[src/rtl/vecunit_fp_pkg.sv]
// Shared FP32 vector-unit types: rounding-mode encoding and binary32 boundary constants.
// Latency: n/a (types, constants and a pure helper function only).
// Backpressure: n/a.
package vecunit_fp_pkg;

    localparam int EXP_W = 8;
    localparam int MAN_W = 23;

    typedef enum logic [2:0] {
        RNE = 3'd0,
        RTZ = 3'd1,
        RDN = 3'd2,
        RUP = 3'd3,
        RMM = 3'd4
    } rnd_mode_e;

    localparam logic [EXP_W-1:0] EXP_MAX        = 8'hFF;
    localparam logic [EXP_W-1:0] EXP_MAX_FINITE = 8'hFE;
    localparam logic [MAN_W-1:0] MAN_ONES       = 23'h7FFFFF;

    // Unsigned magnitudes (exponent+mantissa); the sign is concatenated by the user.
    localparam logic [EXP_W+MAN_W-1:0] FP32_INF  = {EXP_MAX, {MAN_W{1'b0}}};
    localparam logic [EXP_W+MAN_W-1:0] FP32_MAXF = {EXP_MAX_FINITE, MAN_ONES};

    // Reserved encodings 5..7 behave as round-to-nearest-even.
    function automatic rnd_mode_e norm_mode(input logic [2:0] mode);
        rnd_mode_e m;
        if (mode > 3'd4) begin
            m = RNE;
        end else begin
            m = rnd_mode_e'(mode);
        end
        return m;
    endfunction

endpackage

[src/rtl/fp_round_inc.sv]
// Decides whether the truncated mantissa must be bumped by one ulp for the given rounding mode.
// Latency: purely combinational.
// Backpressure: none (no handshake; the caller registers the result).
module fp_round_inc
    import vecunit_fp_pkg::*;
(
    input  logic      i_guard,
    input  logic      i_sticky,
    input  logic      i_lsb,
    input  logic      i_sign,
    input  rnd_mode_e i_mode,
    output logic      o_inc
);

    logic w_inexact;

    assign w_inexact = i_guard | i_sticky;

    // Round-up decision per mode; directed modes only bump when rounding away from zero.
    always_comb begin
        o_inc = 1'b0;
        case (i_mode)
            RNE:     o_inc = i_guard & (i_sticky | i_lsb);
            RTZ:     o_inc = 1'b0;
            RDN:     o_inc = w_inexact & i_sign;
            RUP:     o_inc = w_inexact & ~i_sign;
            RMM:     o_inc = i_guard;
            default: o_inc = i_guard & (i_sticky | i_lsb);
        endcase
    end

endmodule

[src/rtl/fp_add_rounder.sv]
// Final FP32 adder stage: applies rounding, mantissa carry and overflow saturation, keeps sticky fflags.
// Latency: 2 cycles in_valid->out_valid, 1 result per cycle.
// Backpressure: in_ready is combinational from out_ready through both stage enables (no skid buffer).
module fp_add_rounder
    import vecunit_fp_pkg::*;
#(
    parameter int EXP_W = 8,
    parameter int MAN_W = 23
) (
    input  logic                   clk,
    input  logic                   rst,
    input  logic                   in_valid,
    output logic                   in_ready,
    input  logic [EXP_W+MAN_W:0]   pre_result,
    input  logic [1:0]             pre_guard,
    input  logic                   pre_inf,
    input  logic                   res_sign,
    input  logic [2:0]             rnd_mode,
    output logic                   out_valid,
    input  logic                   out_ready,
    output logic [EXP_W+MAN_W:0]   fp_out,
    output logic                   flag_of,
    output logic                   flag_nx,
    input  logic                   fflags_clr,
    output logic [1:0]             fflags_acc
);

    localparam logic [EXP_W:0] EXP9_SAT = {1'b0, {EXP_W{1'b1}}};

    // Handshake enables
    logic                 w_s1_en;
    logic                 w_s2_en;
    logic                 w_out_hs;

    // Stage 1 state
    logic                 r_s1_vld;
    logic                 r_s1_sign;
    logic                 r_s1_ovf;
    logic                 r_s1_inc;
    logic                 r_s1_inx;
    logic [EXP_W-1:0]     r_s1_exp;
    logic [MAN_W-1:0]     r_s1_mant;
    rnd_mode_e            r_s1_mode;

    // Stage 2 (output) state
    logic                 r_s2_vld;
    logic [EXP_W+MAN_W:0] r_fp_out;
    logic                 r_flag_of;
    logic                 r_flag_nx;
    logic [1:0]           r_acc;

    // Rounding datapath
    rnd_mode_e            w_mode;
    logic                 w_inc;
    logic [MAN_W:0]       w_sum;
    logic [EXP_W:0]       w_exp9;
    logic [MAN_W-1:0]     w_mant;
    logic                 w_ovf;
    logic                 w_to_inf;
    logic [EXP_W+MAN_W:0] w_res;

    assign w_s2_en  = ~r_s2_vld | out_ready;
    assign w_s1_en  = ~r_s1_vld | w_s2_en;
    assign w_out_hs = r_s2_vld & out_ready;

    assign in_ready   = w_s1_en;
    assign out_valid  = r_s2_vld;
    assign fp_out     = r_fp_out;
    assign flag_of    = r_flag_of;
    assign flag_nx    = r_flag_nx;
    assign fflags_acc = r_acc;

    assign w_mode = norm_mode(rnd_mode);

    fp_round_inc u_round_inc (
        .i_guard  (pre_guard[1]),
        .i_sticky (pre_guard[0]),
        .i_lsb    (pre_result[0]),
        .i_sign   (res_sign),
        .i_mode   (w_mode),
        .o_inc    (w_inc)
    );

    // Stage 1: capture the unrounded word and the round-up decision.
    always_ff @(posedge clk) begin
        if (rst) begin
            r_s1_vld  <= 1'b0;
            r_s1_sign <= 1'b0;
            r_s1_ovf  <= 1'b0;
            r_s1_inc  <= 1'b0;
            r_s1_inx  <= 1'b0;
            r_s1_exp  <= '0;
            r_s1_mant <= '0;
            r_s1_mode <= RNE;
        end else if (w_s1_en) begin
            r_s1_vld  <= in_valid;
            r_s1_sign <= res_sign;
            // pre_inf mirrors the packed overflow bit; either one marks overflow.
            r_s1_ovf  <= pre_inf | pre_result[EXP_W+MAN_W];
            r_s1_inc  <= w_inc;
            r_s1_inx  <= pre_guard[1] | pre_guard[0];
            r_s1_exp  <= pre_result[EXP_W+MAN_W-1:MAN_W];
            r_s1_mant <= pre_result[MAN_W-1:0];
            r_s1_mode <= w_mode;
        end
    end

    // Increment with carry into the exponent; the 9-bit exponent exposes a rounding overflow.
    always_comb begin
        w_sum  = {1'b0, r_s1_mant} + {{MAN_W{1'b0}}, r_s1_inc};
        w_exp9 = {1'b0, r_s1_exp} + {{EXP_W{1'b0}}, w_sum[MAN_W]};
        w_mant = w_sum[MAN_W] ? '0 : w_sum[MAN_W-1:0];
        w_ovf  = r_s1_ovf | (w_exp9 >= EXP9_SAT);
    end

    // Overflow saturates to infinity only when the mode rounds away from zero for this sign.
    always_comb begin
        w_to_inf = 1'b0;
        case (r_s1_mode)
            RNE, RMM: w_to_inf = 1'b1;
            RUP:      w_to_inf = ~r_s1_sign;
            RDN:      w_to_inf = r_s1_sign;
            default:  w_to_inf = 1'b0;
        endcase
    end

    // Final result selection: normal, infinity or largest finite magnitude.
    always_comb begin
        if (w_ovf) begin
            w_res = w_to_inf ? {r_s1_sign, {EXP_W{1'b1}}, {MAN_W{1'b0}}}
                             : {r_s1_sign, {(EXP_W-1){1'b1}}, 1'b0, {MAN_W{1'b1}}};
        end else begin
            w_res = {r_s1_sign, w_exp9[EXP_W-1:0], w_mant};
        end
    end

    // Stage 2: registered result and per-result flags, held while downstream stalls.
    always_ff @(posedge clk) begin
        if (rst) begin
            r_s2_vld  <= 1'b0;
            r_fp_out  <= '0;
            r_flag_of <= 1'b0;
            r_flag_nx <= 1'b0;
        end else if (w_s2_en) begin
            r_s2_vld <= r_s1_vld;
            if (r_s1_vld) begin
                r_fp_out  <= w_res;
                r_flag_of <= w_ovf;
                r_flag_nx <= r_s1_inx | w_ovf;
            end
        end
    end

    // Sticky flags: a clear coinciding with a handshake keeps only that result's flags.
    always_ff @(posedge clk) begin
        if (rst) begin
            r_acc <= 2'b00;
        end else if (fflags_clr) begin
            r_acc <= w_out_hs ? {r_flag_of, r_flag_nx} : 2'b00;
        end else if (w_out_hs) begin
            r_acc <= r_acc | {r_flag_of, r_flag_nx};
        end
    end

endmodule

[config.mk]
export PLATFORM = sky130hd
export DESIGN_NAME = fp_add_rounder
export DESIGN_NICKNAME = d
export VERILOG_FILES = /design/src/rtl/vecunit_fp_pkg.sv /design/src/rtl/fp_round_inc.sv /design/src/rtl/fp_add_rounder.sv
export SDC_FILE = /design/constraint.sdc
export NUM_CORES = 1
export LEC_CHECK = 0
export ABC_AREA = 1
export BUFFER_PORTS_ARGS = -buffer_cell sky130_fd_sc_hd__buf_4
export CAP_MARGIN = 10
export CORE_UTILIZATION = 55
export DETAILED_ROUTE_END_ITERATION = 7
export HOLD_SLACK_MARGIN = 0.12
export PLACE_DENSITY = 0.8
export SYNTH_ARGS = -nofsm -noshare
export SYNTH_HDL_FRONTEND = slang
export SYNTH_SLANG_ARGS = --single-unit
[constraint.sdc]
create_clock -name clk -period 3.6 [get_ports clk]
set_input_delay 0.36 -clock clk [delete_from_list [all_inputs] [get_ports clk]]
set_output_delay 0.36 -clock clk [all_outputs]
set_load 0.005 [all_outputs]
==> impl_metrics.ini, run 1 <==
[floorplan]
core_um2 = 6790
dieHeight_um = 86.0
start_util_pct = 57.1
num_rows = 30
die-area_um2 = 7390
ios = 82
die_x_um = 86.0

[setup_path]
crit_chain = ha_1, nand3_2, nor2_2, nand4_1, nor2_1, nand3_1, nor2_1, ha_1, nand2_2, nor2_2, nand2_1, nand2_1, nor2_1, nand3_4, nand2_8, nand2_8, nand2_8, o21ai_0, inv_1
slowest_delay_ns = 0.34
crit_arrival_ns = 3.40
r2r_start = r_s1_mant[0]$_SDFFE_PP0P_
critPathKind = flip-flop to flip-flop
crit_path_start = r_s1_mant[0]$_SDFFE_PP0P_
path_max_fanout = 16
worstRegToRegCells = 19
end_kind = flip-flop
start_kind = flip-flop
r2r-end = fp_out[3]$_SDFFE_PP0P_
ff2ff_setup_slack_ns = 0.42
cp.required_ns = 3.82
slowest_stage = dfxtp_1

[global_route]
grt_pass1_wl_um = 15900
first_global_vias = 3333
grt_max_degree = 46
grt_overflow_total = 0
grtUsageTotal_pct = 27.3
antenna_found_initial = 0

[synth]
ys_warn_count = 0
async_reset_ff_share_pct = 0
yosysUniqueCellTypes = 32
ys_seq_area_share_pct = 39.2
netlist_area_um2 = 3880
synthFlopType = dfxtp_1
synth_area_leader_cell = dfxtp_1
syn_inst = 568
synth_top_area_share_pct = 39.2
synthTopCellsByCount = nor2_1, nand2_1, dfxtp_1, inv_1, o21ai_0
syn_area_per_cell_um2 = 6.83
synth_nets = 616
ys_seq_elements = 76
synth_edf_count = 0
yosysMostFrequentCell = nor2_1
synthTopCellsByArea = dfxtp_1, nor2_1, nand2_1

[worst_hold_path]
hold_end = r_s1_vld$_SDFFE_PP0P_
hold_path_class = input pin to flip-flop
hp-start = in_valid
min_delay_path_depth = 2

[status]
status = completed

[sta]
rsz0062_at_grt = no
period_share_pct = 88.2
min_period_ns = 3.18
fin_tns_setup_ns = 0
tightestPinTransition_ns = 0.944
skew_ns = 0.0129
max_freq_mhz = 315
slew_headroom_pct = 37.0
setup_slack_ns = 0.424
setup_viol = 0
hold_viol_final = 0
final_max_slew_viol_count = 0

[routing]
ant_nets = 0
drtPass1Iterations = 5
wl_um = 9510
via_per_inst = 5.05
wl_per_cell_um = 12.9
vias = 3734
drcViolationCount = 0
drt_iter0_drc = 227

[cells_and_area]
nets = 688
drive_gt1_share_pct = 20.0
area_delta_synth_final_pct = 21.1
n_antenna_cell = 0
fill_cells = 633

[power]
ir_drop_v = 0.000270
p_per_area_nw_per_um2 = 381
p_leak_uw = 0.00225

[clocking]
clkTransAtPathRegs_ns = 0.08
cts_tree = yes
cts_buffer_depth = 2
cts_inserted_buffers = 9
post-cts-setup-buffers = 0
clk_latency_ns = 0.34
clock_sinks = 76
cts-root-buf = clkbuf_8
cts_max_level = 3

[placement]
place_congestion = 0.944
io_buffers = 81
pre_cts_slack_ns = 0.366
dp_hpwl_um = 7360

[flow_run]
maxCapViolations = 0
==> per-stage QoR <==
step                utilization [%]  power [uW]  cell area, um^2  std cells  hold WS (ns)
floorplan                         -        1100             3880        568         0.440
global placement               66.5        1220             4520        725         0.452
detailed placement             66.5        1220             4520        725         0.473
CTS                            69.1        1800             4690        740         0.220
global route                   69.1        1880             4700        740         0.227
finish                         69.1        1790             4700        740         0.225
==> worst max path at each step <==
stage / endpoint / slack (ns) / depth (start not counted)
4_1_cts: fp_out[3]$_SDFFE_PP0P_ / 0.34 / 19
5_1_grt: fp_out[3]$_SDFFE_PP0P_ / 0.02 / 19
6_report: fp_out[3]$_SDFFE_PP0P_ / 0.42 / 19
3_5_place_dp: fp_out[3]$_SDFFE_PP0P_ / 0.37 / 19
2_1_floorplan: fp_out[6]$_SDFFE_PP0P_ / 0.91 / 18
3_3_place_gp: fp_out[2]$_SDFFE_PP0P_ / 0.53 / 19
==> report_power, final <==
group          switching, uW  internal, uW
Clock                    303           282
Combinational            139           124
Sequential              46.6           894
Total                    488          1300
==> cell usage in the layout (no fill, tap or decap), drive strengths merged, types with 4 or more instances in the layout <==
cell type	n
nand4	7
nor2	156
dfxtp	76
nand3	37
clkbuf	11
ha	4
xnor2	4
o211ai	4
nand2	85
a21oi	26
o21ai	59
xor2	14
inv	60
nor3	6
buf	84
==> cells by family after synthesis <==
logic type	after synthesis	synth area share, %
AOI/OAI and AO/OA	93	13.3
buffers and inverters	83	8.71
and+or+nand+nor	294	33.4
DFF	76	39.2
adders and majority gates	4	1.29
xor gates and xnor gates	18	4.07
==> worst max-delay path, delay by kind of cell (launching register included) <==
| kind | cells | cell delay [ns] |
|---|---|---|
| adders and majority gates | 2 | 0.42 |
| DFF | 1 | 0.34 |
| AOI/OAI and AO/OA | 1 | 0.19 |
| buffers and inverters | 1 | 0.07 |
| and+or+nand+nor | 15 | 2.03 |
==> final cells by class <==
class	instances	area (um^2)	share of cell area [%]
Multi-Input combinational cell	409	2020	43.1
Sequential cell	76	1520	32.4
Timing Repair Buffer	84	631	13.4
Inverter	60	225	4.79
Clock buffer	11	151	3.22
Tap cell	96	120	2.56
Clock inverter	4	25.0	0.533
==> metal layers <==
layer	vias up	wire (um)	track usage [%]
met2	96	4170	41.7
met1	1680	4880	40.2
met5	-	0	0
li1	1948	-	-
met4	0	86	7.73
met3	10	374	3.37
==> state kept, by name, indices dropped and copies added, names as in the netlist <==
signal,count
flag_of,1
r_s1_exp,8
r_s1_ovf,1
r_s1_inx,1
r_s1_inc,1
r_s1_vld,1
r_s1_mant,23
fflags_acc,2
flag_nx,1
r_s1_mode,3
fp_out,32
r_s1_sign,1
out_valid,1
==> repair_timing <==
| item | CTS | global route |
|---|---|---|
| hold buffers | 0 | 0 |
| setup endpoints to repair | 0 | 15 |
| resized for setup | 0 | 1 |
(Power assumes the default switching activity.)
==> run 2, diff against run 1 <==
--- a/config.mk
+++ b/config.mk
@@ -5,10 +5,10 @@
 export SDC_FILE = /design/constraint.sdc
 export NUM_CORES = 1
 export LEC_CHECK = 0
-export ABC_AREA = 1
+export ABC_AREA = 0
 export BUFFER_PORTS_ARGS = -buffer_cell sky130_fd_sc_hd__buf_4
 export CAP_MARGIN = 10
-export CORE_UTILIZATION = 55
+export CORE_UTILIZATION = 54
 export DETAILED_ROUTE_END_ITERATION = 7
 export HOLD_SLACK_MARGIN = 0.12
 export PLACE_DENSITY = 0.8
==> run 2 against run 1 <==
The run now ends with DRC left; wire length fell by 3.0%; die area shrank 3.4%; clock skew decreased by 0.0042 ns; global-route usage down 0.86 points; sequential cell count unchanged; worst hold slack worse by 0.0053 ns; sequential share of layout area grew 1.5 points; first-iteration DRC count decreased by 8.8%; via count is 4.8% lower; sequential power decreased by 0.4%; largest cell class unchanged.
==> impl_metrics.ini, run 2 <==
[status]
status = finished with violations
violations = DRC

[synth]
synthTopCellsByCount = nand2_1, dfxtp_1, a21oi_1, nor2_1, clkbuf_1
synth_top_area_share_pct = 41.4
ys_seq_elements = 76
synthTopCellsByArea = dfxtp_1, nand2_1, a21oi_1
synth_area_leader_cell = dfxtp_1
synth_nets = 496
synthFlopType = dfxtp_1
syn_inst = 448
synth_edf_count = 0
async_reset_ff_share_pct = 0
yosysMostFrequentCell = nand2_1
ys_warn_count = 0
yosysUniqueCellTypes = 54
netlist_area_um2 = 3670
syn_area_per_cell_um2 = 8.20
ys_seq_area_share_pct = 41.4

[setup_path]
crit_chain = ha_1, and4_1, nand4_4, or4_4, inv_1, ha_1, and3_1, and3_1, o21ai_2, a211o_4, o32ai_1
cp_num_cells = 11
path_delay_family = simple AND/OR/NAND/NOR gates
slowest_delay_ns = 0.53
end_kind = flip-flop
r2r-end = fp_out[2]$_SDFFE_PP0P_
crit_arrival_ns = 3.66
path_max_fanout = 11
critPathKind = flip-flop to flip-flop
worstRegToRegCells = 11
cp-endpoint = fp_out[2]$_SDFFE_PP0P_
ff2ff_setup_slack_ns = 0.19
worst-path-buf-inv = 1
cp.required_ns = 3.85
slowest_stage = or4_4
r2r_start = r_s1_inc$_SDFFE_PP0P_
crit_path_start = r_s1_inc$_SDFFE_PP0P_
start_kind = flip-flop

[power]
p_switching_uw = 472
clkPwrFrac_pct = 33.8
seq_power_share_pct = 52.3
p_sw_share_pct = 26.3
p_per_area_nw_per_um2 = 399
ir_drop_v = 0.000286
combPwrFrac_pct = 13.9
p_int_uw = 1320
p_leak_uw = 0.00184

[routing]
drt_iter0_drc = 207
ant_nets = 0
wl_um = 9230
vias = 3555
drcViolationCount = 6
wl_per_cell_um = 15.4
via_per_inst = 5.94
drtPass1Iterations = 6

[clocking]
cts-root-buf = clkbuf_8
cts_max_level = 3
cts_buffer_depth = 2
cts_tree = yes
clk_latency_ns = 0.35
clock_sinks = 76
cts_inserted_buffers = 9
clkTransAtPathRegs_ns = 0.08

[sta]
fin_tns_setup_ns = 0
max_freq_mhz = 293
setup_viol = 0
final_max_slew_viol_count = 0
period_share_pct = 94.7
slew_headroom_pct = 51.1
tightestPinTransition_ns = 0.734
min_period_ns = 3.41
hold_viol_final = 0
skew_ns = 0.00867
rsz0062_at_grt = no
timing.hold.ws_ns = 0.220

[cells_and_area]
area_delta_synth_final_pct = 22.2
layout_common_cells = buf_4, nand2_1, dfxtp_1
nets = 564
drive_gt1_share_pct = 23.4
largest_register_ffs = 32
fill_cells = 529
design_area_um2 = 4490
layout_commonest_cell = buf_4
n_antenna_cell = 0

[global_route]
grt_max_degree = 73
grtUsageTotal_pct = 26.4
first_global_vias = 3260
antenna_found_initial = 0
grt_pass1_wl_um = 15100
grt_overflow_total = 0

[worst_hold_path]
hold_path_class = input pin to flip-flop
min_delay_path_depth = 3

[floorplan]
dieHeight_um = 84.5
die_x_um = 84.5
core_um2 = 6460
ios = 82
start_util_pct = 56.9
num_rows = 29
die-area_um2 = 7140

[placement]
place_congestion = 0.850
dpl_cell_area_um2 = 4280
dp_hpwl_um = 6410
io_buffers = 81

[flow_run]
maxCapViolations = 0
-- run 2: cell count changes in the layout (fill, tap and decap cells not counted), sizes merged, moves of 7 or more --
cell	delta
o32ai	+9
o21ai	-44
a31oi	+8
nor2	-124
a211oi	+10
a21oi	+16
nand3	-18
and3	+7
or3	+10
inv	-53
-- run 2: how the worst min path moves through the flow --
stage | start | to | slack, ns
floorplan | r_s1_mode[2]$_SDFFE_PP0P_ | r_s1_mode[2]$_SDFFE_PP0P_ | 0.43
global placement | r_s1_mode[2]$_SDFFE_PP0P_ | r_s1_mode[2]$_SDFFE_PP0P_ | 0.44
detailed placement | r_s1_mode[2]$_SDFFE_PP0P_ | r_s1_mode[2]$_SDFFE_PP0P_ | 0.45
CTS | in_valid | r_s1_vld$_SDFFE_PP0P_ | 0.21
global route | in_valid | r_s1_vld$_SDFFE_PP0P_ | 0.21
finish | in_valid | r_s1_vld$_SDFFE_PP0P_ | 0.22
-- run 2: area by class of cell --
type                            instances  area, um^2  area share [%]
Clock buffer                           12         165            3.68
Clock inverter                          4        22.5           0.501
Inverter                                7        26.3           0.585
Multi-Input combinational cell        332        1980            44.2
Sequential cell                        76        1520            33.9
Tap cell                               77        96.3            2.14
Timing Repair Buffer                   90         676            15.0
-- run 2: power groups by stage --
stage,clock network (uW),registers (uW),logic (uW)
final,605,937,248
after global routing,652,944,274
after CTS,614,937,243
after detailed placement,0,955,242
after global placement,0,955,236
after floorplan,0,945,143
-- run 2: stage by stage --
stage	utilization [%]	total power, uW	worst slack, ns	cells
floorplan	-	1090	0.429	448
global placement	66.2	1190	0.161	581
detailed placement	66.2	1200	0.0349	581
CTS	69.1	1790	0.0133	597
global route	69.5	1870	0.00475	598
finish	69.5	1790	0.191	598
-- run 2: worst register-to-register path: stages, from the launching register on --
cell and delay (ns):
dfxtp_1 0.34, ha_1 0.19, and4_1 0.31, nand4_4 0.14, or4_4 0.53, inv_1 0.10, ha_1 0.24, and3_1 0.26
and3_1 0.26, o21ai_2 0.18, a211o_4 0.46, o32ai_1 0.31
-- run 2: layer usage --
metal	up-vias	part of all wire (%)	track usage [%]
met5	-	0	0
li1	1743	-	-
met2	128	48	44.0
met4	0	1.9	8.63
met1	1666	43	34.1
met3	18	6.2	6.00
-- run 2: kinds of logic after synthesis --
kind of cell / count (synthesis) / synth area share, %
compound gates: 116 / 21.3
fa+ha+maj: 4 / 1.36
flops: 76 / 41.4
simple gates: 188 / 25.1
buf+inv: 41 / 5.35
xor+xnor: 23 / 5.48
-- run 2: timing repair --
action                                  CTS  global route
endpoints found under the setup margin    0            20
endpoints found under the hold margin     0             0
hold buffers                              0             0
buffers inserted                          0             0
gates resized for setup                   0             3
